## src/rtl/micro_seq_pkg.sv

```systemverilog
// Shared types and microword field layout for the micro_sequencer.
package micro_seq_pkg;

  localparam int unsigned OP_W = 4;

  typedef enum logic [1:0] {
    ST_IDLE  = 2'd0,
    ST_RUN   = 2'd1,
    ST_FAULT = 2'd2
  } state_t;

  typedef enum logic [3:0] {
    OP_SEQ  = 4'd0,
    OP_JMP  = 4'd1,
    OP_BRT  = 4'd2,
    OP_BRF  = 4'd3,
    OP_CALL = 4'd4,
    OP_RET  = 4'd5,
    OP_LDC  = 4'd6,
    OP_DJNZ = 4'd7,
    OP_HALT = 4'd8
  } op_t;

  typedef enum logic [1:0] {
    FLT_NONE      = 2'd0,
    FLT_OVERFLOW  = 2'd1,
    FLT_UNDERFLOW = 2'd2,
    FLT_ILLEGAL   = 2'd3
  } fault_t;

  // Microword layout, MSB to LSB: ctrl | next_addr | cond_sel | op
  function automatic int unsigned csel_lsb();
    return OP_W;
  endfunction

  function automatic int unsigned next_lsb(input int unsigned csel_w);
    return OP_W + csel_w;
  endfunction

  function automatic int unsigned ctrl_lsb(input int unsigned addr_w, input int unsigned csel_w);
    return OP_W + csel_w + addr_w;
  endfunction

  function automatic int unsigned uword_w(input int unsigned cw_w, input int unsigned addr_w,
                                          input int unsigned csel_w);
    return cw_w + addr_w + csel_w + OP_W;
  endfunction

endpackage

```

## src/rtl/micro_seq_stack.sv

```systemverilog
// Return-address LIFO for CALL/RET; push when full and pop when empty are ignored.
module micro_seq_stack #(
  parameter int unsigned DEPTH  = 4,
  parameter int unsigned DATA_W = 5
) (
  input  logic              clock,
  input  logic              reset,
  input  logic              clear_i,
  input  logic              push_i,
  input  logic              pop_i,
  input  logic [DATA_W-1:0] push_data_i,
  output logic [DATA_W-1:0] top_o,
  output logic              full_o,
  output logic              empty_o
);

  localparam int unsigned CNT_W = $clog2(DEPTH + 1);
  localparam int unsigned PTR_W = (DEPTH > 1) ? $clog2(DEPTH) : 1;

  logic [CNT_W-1:0]  count_q;
  logic [DATA_W-1:0] entry_q [DEPTH];

  assign full_o  = (count_q == CNT_W'(DEPTH));
  assign empty_o = (count_q == '0);
  assign top_o   = entry_q[PTR_W'(count_q - CNT_W'(1))];

  always_ff @(posedge clock) begin
    if (reset || clear_i) begin
      count_q <= '0;
    end else if (push_i && !full_o) begin
      count_q <= count_q + CNT_W'(1);
    end else if (pop_i && !empty_o) begin
      count_q <= count_q - CNT_W'(1);
    end
  end

  // Entries need no reset: only slots below count_q are ever read meaningfully.
  always_ff @(posedge clock) begin
    if (push_i && !full_o) begin
      entry_q[PTR_W'(count_q)] <= push_data_i;
    end
  end

endmodule

```

## src/rtl/micro_sequencer.sv

```systemverilog
// Loadable microprogram sequencer: writable store, branch/call/loop control, halt and fault.
module micro_sequencer
  import micro_seq_pkg::*;
#(
  parameter  int unsigned CW_W        = 39,
  parameter  int unsigned ADDR_W      = 5,
  parameter  int unsigned NCOND       = 8,
  parameter  int unsigned STACK_DEPTH = 4,
  localparam int unsigned CSEL_W      = $clog2(NCOND),
  localparam int unsigned UW          = uword_w(CW_W, ADDR_W, CSEL_W)
) (
  input  logic              clock,
  input  logic              reset,
  input  logic              start,
  input  logic [ADDR_W-1:0] start_addr,
  input  logic              step_en,
  input  logic [NCOND-1:0]  cond_in,
  input  logic              wr_en,
  input  logic [ADDR_W-1:0] wr_addr,
  input  logic [UW-1:0]     wr_data,
  output logic [CW_W-1:0]   ctrl_out,
  output logic              ctrl_valid,
  output logic [ADDR_W-1:0] upc_out,
  output logic              busy,
  output logic              done,
  output logic              fault,
  output logic [1:0]        fault_code,
  output logic              wr_err
);

  localparam int unsigned DEPTH    = 2 ** ADDR_W;
  localparam int unsigned CSEL_LSB = csel_lsb();
  localparam int unsigned NEXT_LSB = next_lsb(CSEL_W);
  localparam int unsigned CTRL_LSB = ctrl_lsb(ADDR_W, CSEL_W);
  localparam int unsigned CPAD     = 2 ** CSEL_W;

  state_t            state_q, state_d;
  logic [ADDR_W-1:0] upc_q, upc_d;
  logic [ADDR_W-1:0] lcnt_q, lcnt_d;
  fault_t            fault_code_q, fault_code_d;
  logic              done_q, done_d;
  logic              wr_err_q, wr_err_d;

  logic [UW-1:0]     mem_q [DEPTH];
  logic [UW-1:0]     uword;
  logic [OP_W-1:0]   op_raw;
  logic [CSEL_W-1:0] csel;
  logic [ADDR_W-1:0] next_addr;
  logic [CW_W-1:0]   ctrl_field;
  logic [ADDR_W-1:0] upc_inc;
  logic [CPAD-1:0]   cond_pad;
  logic              cond_bit;

  logic              stk_clear, stk_push, stk_pop, stk_full, stk_empty;
  logic [ADDR_W-1:0] stk_top;

  // Store survives reset; writes are blocked while a program runs.
  always_ff @(posedge clock) begin
    if (wr_en && (state_q != ST_RUN)) begin
      mem_q[wr_addr] <= wr_data;
    end
  end

  assign uword      = mem_q[upc_q];
  assign op_raw     = uword[OP_W-1:0];
  assign csel       = uword[CSEL_LSB +: CSEL_W];
  assign next_addr  = uword[NEXT_LSB +: ADDR_W];
  assign ctrl_field = uword[CTRL_LSB +: CW_W];
  assign upc_inc    = upc_q + ADDR_W'(1);
  // Zero padding makes selectors beyond NCOND read as a false condition.
  assign cond_pad   = CPAD'(cond_in);
  assign cond_bit   = cond_pad[csel];

  micro_seq_stack #(
    .DEPTH  (STACK_DEPTH),
    .DATA_W (ADDR_W)
  ) u_stack (
    .clock       (clock),
    .reset       (reset),
    .clear_i     (stk_clear),
    .push_i      (stk_push),
    .pop_i       (stk_pop),
    .push_data_i (upc_inc),
    .top_o       (stk_top),
    .full_o      (stk_full),
    .empty_o     (stk_empty)
  );

  always_ff @(posedge clock) begin
    if (reset) begin
      state_q      <= ST_IDLE;
      upc_q        <= '0;
      lcnt_q       <= '0;
      fault_code_q <= FLT_NONE;
      done_q       <= 1'b0;
      wr_err_q     <= 1'b0;
    end else begin
      state_q      <= state_d;
      upc_q        <= upc_d;
      lcnt_q       <= lcnt_d;
      fault_code_q <= fault_code_d;
      done_q       <= done_d;
      wr_err_q     <= wr_err_d;
    end
  end

  always_comb begin
    state_d      = state_q;
    upc_d        = upc_q;
    lcnt_d       = lcnt_q;
    fault_code_d = fault_code_q;
    done_d       = 1'b0;
    wr_err_d     = wr_en && (state_q == ST_RUN);
    stk_clear    = 1'b0;
    stk_push     = 1'b0;
    stk_pop      = 1'b0;
    ctrl_valid   = 1'b0;

    case (state_q)
      ST_RUN: begin
        if (step_en) begin
          ctrl_valid = 1'b1;
          case (op_raw)
            OP_SEQ: upc_d = upc_inc;
            OP_JMP: upc_d = next_addr;
            OP_BRT: upc_d = cond_bit ? next_addr : upc_inc;
            OP_BRF: upc_d = cond_bit ? upc_inc : next_addr;
            OP_CALL: begin
              if (stk_full) begin
                state_d      = ST_FAULT;
                fault_code_d = FLT_OVERFLOW;
              end else begin
                stk_push = 1'b1;
                upc_d    = next_addr;
              end
            end
            OP_RET: begin
              if (stk_empty) begin
                state_d      = ST_FAULT;
                fault_code_d = FLT_UNDERFLOW;
              end else begin
                stk_pop = 1'b1;
                upc_d   = stk_top;
              end
            end
            OP_LDC: begin
              lcnt_d = next_addr;
              upc_d  = upc_inc;
            end
            OP_DJNZ: begin
              if (lcnt_q != '0) begin
                lcnt_d = lcnt_q - ADDR_W'(1);
                upc_d  = next_addr;
              end else begin
                upc_d = upc_inc;
              end
            end
            OP_HALT: begin
              state_d = ST_IDLE;
              done_d  = 1'b1;
            end
            default: begin
              ctrl_valid   = 1'b0;
              state_d      = ST_FAULT;
              fault_code_d = FLT_ILLEGAL;
            end
          endcase
        end
      end
      default: begin
        if (start) begin
          state_d      = ST_RUN;
          upc_d        = start_addr;
          stk_clear    = 1'b1;
          fault_code_d = FLT_NONE;
        end
      end
    endcase

    ctrl_out = ctrl_valid ? ctrl_field : '0;
  end

  assign upc_out    = upc_q;
  assign busy       = (state_q == ST_RUN);
  assign fault      = (state_q == ST_FAULT);
  assign fault_code = fault_code_q;
  assign done       = done_q;
  assign wr_err     = wr_err_q;

endmodule
```

## config.mk

```make
export PLATFORM = sky130hd
export DESIGN_NAME = micro_sequencer
export DESIGN_NICKNAME = d
export VERILOG_FILES = /design/src/rtl/micro_seq_pkg.sv /design/src/rtl/micro_seq_stack.sv /design/src/rtl/micro_sequencer.sv
export SDC_FILE = /design/constraint.sdc
export NUM_CORES = 2
export LEC_CHECK = 0
export ABC_AREA = 1
export BUFFER_PORTS_ARGS = -buffer_cell sky130_fd_sc_hd__buf_2
export CAP_MARGIN = 30
export CORE_MARGIN = 5
export CORE_UTILIZATION = 30
export CTS_CLUSTER_DIAMETER = 50
export DETAILED_ROUTE_END_ITERATION = 10
export SLEW_MARGIN = 20
export SYNTH_ARGS = -nofsm -noshare
export SYNTH_HDL_FRONTEND = slang
export SYNTH_SLANG_ARGS = --single-unit
```

## constraint.sdc

```tcl
create_clock -name clock -period 4.9 [get_ports clock]
set_clock_uncertainty 0.1 [all_clocks]
set_input_delay 0.245 -clock clock [delete_from_list [all_inputs] [get_ports clock]]
set_output_delay 0.245 -clock clock [all_outputs]
set_load 0.1 [all_outputs]
```

# Word-level counts from Yosys, hierarchy flattened
# Memory sizes are Yosys's and may differ from the RTL's. A register that Yosys moved wholly into a read port is not among the register bits.
# Index checks and enable logic that the tools add are counted.
dict set report totals {
  regBits 19
  ram_bits 1652
  inputBits 74
  output_inout_bits 51
  mem_count 2
}
dict set report op_classes {
  n_addsub 4
  magnitude_cmp 1
  n_eq_ne 21
  mux 47
  bitwise_logic 2
  n_reduce_logical 22
}
# memory depth width read_ports rd_ports_with_merged_regs wr line_no
set memory_table {}
lappend memory_table {mem_q 32 51 1 1 1 micro_sequencer.sv:44} ;# logic [UW-1:0] mem_q [DEPTH];
lappend memory_table {u_stack.entry_q 4 5 1 0 1 micro_seq_stack.sv:21} ;# logic [DATA_W-1:0] entry_q [DEPTH];
# cell n
set op_table {}
lappend op_table {{5-bit two-way mux} 11}
lappend op_table {{39-bit two-way mux} 1}
lappend op_table {{5-bit one-hot mux with 7 select lines} 1}
lappend op_table {{1-bit two-way mux} 19}
lappend op_table {{2-bit two-way mux} 9}
lappend op_table {{4-bit by 3-bit == test with 1-bit output, second input constant} 4}
lappend op_table {{5-bit AND reduction} 3}
lappend op_table {{5-bit one-hot mux with 2 select lines} 1}
lappend op_table {{9-bit OR reduction} 1}
lappend op_table {{4-bit by 2-bit == test with 1-bit output, second input constant} 2}
lappend op_table {{2-bit != test, second input constant} 4}
lappend op_table {{8-bit by 2-bit != test with 1-bit output, second input constant} 1}
lappend op_table {{2-bit one-hot mux with 4 select lines} 1}
lappend op_table {{7-bit OR reduction} 1}
lappend op_table {{3-bit two-way mux} 2}
lappend op_table {{3-bit by 2-bit != test with 1-bit output, second input constant} 2}
lappend op_table {{3-bit != test, second input constant} 2}
lappend op_table {{2-bit one-hot mux with 3 select lines} 1}
lappend op_table {{2-bit nonzero test} 3}
lappend op_table {{6-bit OR reduction} 1}
lappend op_table {{5-bit by 1-bit adder with 5-bit output, second input constant} 1}
lappend op_table {{5-bit nonzero test} 1}
lappend op_table {{5-bit by 1-bit subtractor with 5-bit output, second input constant} 1}
lappend op_table {{4-bit by 1-bit == test with 1-bit output, second input constant} 1}
lappend op_table {{other kinds (18)} 23}

# Depth between registers and ports, before layout
dict set report logic_depth {
  word_depth 8
  mapped_depth 24
}

# Modules after synthesis
# Synthesis repeated with hierarchy kept, for this count alone.
dict set report hier_totals {
  cells_unflattened 5275
  area_unflattened_um2 67612.3
}
# module instances cells_each area_each_um2 seq_area_each_um2
set modules_own_cells {}
lappend modules_own_cells {micro_sequencer 1 5179 66573.8 49427.4}
lappend modules_own_cells {micro_seq_stack 1 96 1038.5 660.6}

# Least setup slack after synthesis
# OpenSTA, ideal clock, no wires.
dict set report synth_path {
  kind {register to register}
  start {register state_q[1]}
  end {memory mem_q[11][0] (netlist bit), enable pin}
  setup_ns 0.460
  arrival_time_ns 3.956
  required_ns 4.340
  setup_slack_ns 0.384
  stages_incl_launch_ff 8
  path_buffers 1
  synth_period_minus_slack_ns 4.516
  path_cell_list {dfxtp_1 inv_1 nand2_1 inv_1 clkbuf_1 nor2_1 nand3_1 nor2_1}
}
dict set report synth_via {
  elab_chain_len 4
}
# item line_no
set synth_rtl {}
lappend synth_rtl {{from (decl)} micro_sequencer.sv:37} ;# state_t state_q, state_d;
lappend synth_rtl {{from (signal assigned)} micro_sequencer.sv:98} ;# state_q <= state_d;
lappend synth_rtl {{2-bit by 1-bit != test with 1-bit output} micro_sequencer.sv:59} ;# if (wr_en && (state_q != ST_RUN)) begin
lappend synth_rtl {{1-bit logical AND} micro_sequencer.sv:59}
lappend synth_rtl {{1-bit two-way mux} micro_sequencer.sv:59}
lappend synth_rtl {{1-bit two-way mux (implied by the code)} micro_sequencer.sv:60} ;# mem_q[wr_addr] <= wr_data;
lappend synth_rtl {{to (decl)} micro_sequencer.sv:44}
# No other way between the ends.

==> summary by stage <==
Yosys
In the synthesized netlist the async set-or-reset flop fraction comes to 0%. The number of nets produced by synthesis is 5303. The synthesized area divided by synthesized cell count is 12.88 um^2. The sequential element share of the synthesized area is 74.46%.

The register bit count reported by yosys is 1676. The most frequent cell after synthesis is edfxtp_1. By area the synthesized netlist is led by edfxtp_1, nand2_1, a21oi_1, nand3_1, o311ai_0. Yosys mapped a number of flops with a built-in enable equal to 1652.

Yosys printed 0 warnings. After synthesis the cells add up to 67270 um^2. Summed over all instances, the cell type with the most area after synthesis is edfxtp_1. The post-synthesis cell count is 5221. Among all flip-flop cells after synthesis, the most frequent one is edfxtp_1.

The share of the synthesized area in the top cell type is 73.75%. The count of unique library cells instantiated by Yosys is 40. Counting instances in the post-synthesis netlist gives the leading cell types as edfxtp_1, nand2_1, a21oi_1.

Routing
In the routed design, unresolved DRC markers number 0. The average via count per standard cell is 5.201. The routed wirelength normalized by instance count is 23.97 um.

In this run, the number of DRC markers left after iteration 0 of detailed routing was 5250. For this run, the detailed router's first-pass iteration total came to 5. The detailed-route via count is 44.24k. The detail route stage leaves a number of antenna-violating nets equal to 0. Summed over all layers, the routed wires come to 204000 um.

Clocking
In this run the number of H-tree levels came out at 4. The total clock sinks is 1676. After clock tree synthesis, the clock-pin slew on the worst setup and hold paths is 60 ps. Counting along the longest clock path gives a buffer depth of 3. TritonCTS built the clock tree. At the later pin of the worst-skew pair, clock insertion delay measures 810 ps.

The number of clock buffers added by TritonCTS is 180. The tree is rooted in a clkbuf_16.

Run status
The run finished with clean final reports.

STA
The clock period minus final worst setup slack is 4618 ps. Summed over all failing endpoints, the final setup total negative slack is 0 ps. The final clock period utilization by the worst path is 94.25%.

Setup repair after global routing left no endpoint under its margin. The worst slew margin relative to its limit is 28.16%. The number of max-slew violations in the final report is 0. Setup slack closes at 281.7 ps.

The total count of hold-check failures in the final report came to 0. The fmax is 216.5 MHz. The slew at the pin with the worst max-slew slack is 1078 ps. Final hold analysis gives a worst-case slack of 220.3 ps. Setup violations remaining at the end of the flow were counted as 0.

Setup path
For the worst setup path, the data arrival time is 4270 ps. The largest driver fanout on the critical path is 66. The nature of the critical path endpoint is a primary output. The critical path runs through a total of 18 cells. By instance count, the cell type seen most on the critical path is nand2_1.

The slowest stage of the critical path is the dfxtp_4 cell. Together, buffers and inverters on the worst path number 5. The critical path required time is 4550 ps. The maximum cell stage delay along the critical path is 590 ps. The worst register-to-register path has a setup slack of 720 ps.

The cell type group with the largest total delay on the critical path is buffers and inverters. The sort of element at the start of the critical path is a register. The depth of the worst register-to-register path is 16. The worst setup path is of the register to primary output kind. Traced cell by cell, the critical path runs through buf_12 -> nand2_1 -> nand3_1 -> nand3_1 -> nand2_1 -> nand2_1 -> nand2_1 -> nand2_1 -> nand2_2 -> inv_1 -> nand2_1 -> o21ai_0 -> o21ai_0 -> nand2_4 -> buf_4 -> a211oi_1 -> buf_4 -> buf_12.

Power and ir drop
Across the VDD grid, the largest voltage drop is 0.0004297 V. The total power is 0.03620 W. Summed over all cells, the static leakage comes to 26.62 nW. The areal power density over the cells is 459.1 nW/um^2.

Layout
The layout overhead on the synthesized area is 17.21%. The share of cells above drive strength 1 is 10.52%. The final cell count without fillers is 8507. For this run, the post-layout net count is 5452. The filler cell count is 21.29k.

Placed design
In this run the tool buffered the top-level ports with 124 buffer cells. The post-place setup slack is 702.3 ps. The wire-length estimate of the detail-placed layout is 102400 um. The congestion estimate from routability-driven global placement came to 0.7966. The number of placed instances, taps included, is 8097.

Global routing
The total global routing overflow is 0. The first-pass GRT wire length is 290800 um. The number of antenna violations at the first check in global routing was 35. The number of global-route vias before repair was 41.42k.

The pin count of the biggest net entering global routing is 204. The aggregate global-route resource usage is 16.64%.

Floorplanning
The die footprint is 233800 um^2. Row generation in the floorplan step produced 173 rows. The placeable core area is 222700 um^2. For this design the top-level I/O count stands at 125. Measured along the x axis, the die boundary spans 483.5 um. Once the floorplan was initialized, standard cells occupied 30.20% of the core. The vertical die dimension is 483.5 um.

Hold path
The startpoint identified for the worst hold timing path is wr_addr[4]. The worst hold path terminates at mem_q[18][6]$_DFFE_PP_. The worst hold path passes through 3 cells. The class of the most critical hold timing path is input pin to register.

Flow run
Across the run, the number of max-cap violations was 0.
-- worst max-delay path by stage --
stage	start	to
after global routing	register	ctrl_out[4]
final	register	ctrl_out[14]
after detailed placement	register	register
after CTS	register	ctrl_out[23]
after floorplan	state_q[1]$_SDFFE_PP0P_	mem_q[11][0]$_DFFE_PP_
after global placement	register	ctrl_out[18]
-- cell families after synthesis --
family / Yosys count / share of synthesized area [%]
and+or+nand+nor: 1914 / 11.43
DFF: 1676 / 74.46
AOI/OAI and AO/OA: 1174 / 10.69
buffers and inverters: 442 / 3.171
adders and majority gates: 8 / 0.1488
xor gates and xnor gates: 7 / 0.09115
-- cell type report --
cell class                 instances  area [um^2]  share of cell area (%)
sequential                      1676        50110                   63.56
multi-input combinational       3103        15310                   19.42
clock buffer                     224         4733                   6.004
tap                             2975         3722                   4.721
timing repair buffer             324         3457                   4.385
clock inverter                   100         1079                   1.368
inverter                          84        372.9                  0.4729
antenna                           20        50.05                 0.06348
timing repair inverter             1        11.26                 0.01428
-- worst min-delay path, cell delays in order --
cell and delay [ps]:
buf_2 130, nand3_1 320, nor2_4 210
-- per-layer routing --
layer  track usage, %  vias to the layer above  part of all wire [%]  wire (um)
met3            4.158                      364                   9.7      19840
met4            5.337                       14                   3.1       6350
met2            25.69                     2098                    45      92500
met5                0                        -                 0.047         95
met1            23.04                    22160                    42      85170
li1                 -                    19610                     -          -
-- registers in the layout, summed over array words and instances (netlist names), 2 cells and up, named ones only --
signal           count
lcnt_q               5
fault_code           2
upc_out              5
u_stack.entry_q     20
state_q              2
mem_q             1632
u_stack.count_q      3
-- repair_timing --
item	4_1_cts	5_1_grt
setup buffers	1	2
resized for setup	1	4
gates cloned	0	1
setup endpoints to repair	2	26
endpoints found under the hold margin	1669	0
pin swaps	0	0
hold buffers	62	0
-- layout by cell type (no fill, tap or decap), drive strengths merged --
cell,count
edfxtp,1652
nand2,1473
a21oi,689
nand3,325
buf,262
clkbuf,224
nor2,102
inv,94
o21ai,91
o311ai,89
a22oi,87
clkinv,73
dlygate4sd3,62
a221o,60
a211oi,44
a221oi,39
o31ai,39
dfxtp,24
diode,20
bufinv,15
o22ai,14
a32o,13
o211ai,8
ha,8
xor2,5
or2,5
nor3,4
nand3b,3
clkinvlp,3
xnor2,2
nand4,2
a31oi,1
-- power breakdown --
group	switching [W]	internal, W	leakage (nW)	total [W]
logic	0.00499	0.00184	8.72	0.00683
registers	0.000139	0.0159	15.1	0.0160
clock network	0.00565	0.00768	2.82	0.0133
total	0.0108	0.0254	26.6	0.0362
-- stage by stage --
stage	area, um^2	util [%]
final	78840	35.40
after global routing	78800	35.38
after CTS	78710	35.34
after detailed placement	72240	32.43
after global placement	72240	32.43
after floorplan	67270	-
Note: power is estimated with default switching activity, not from simulation.
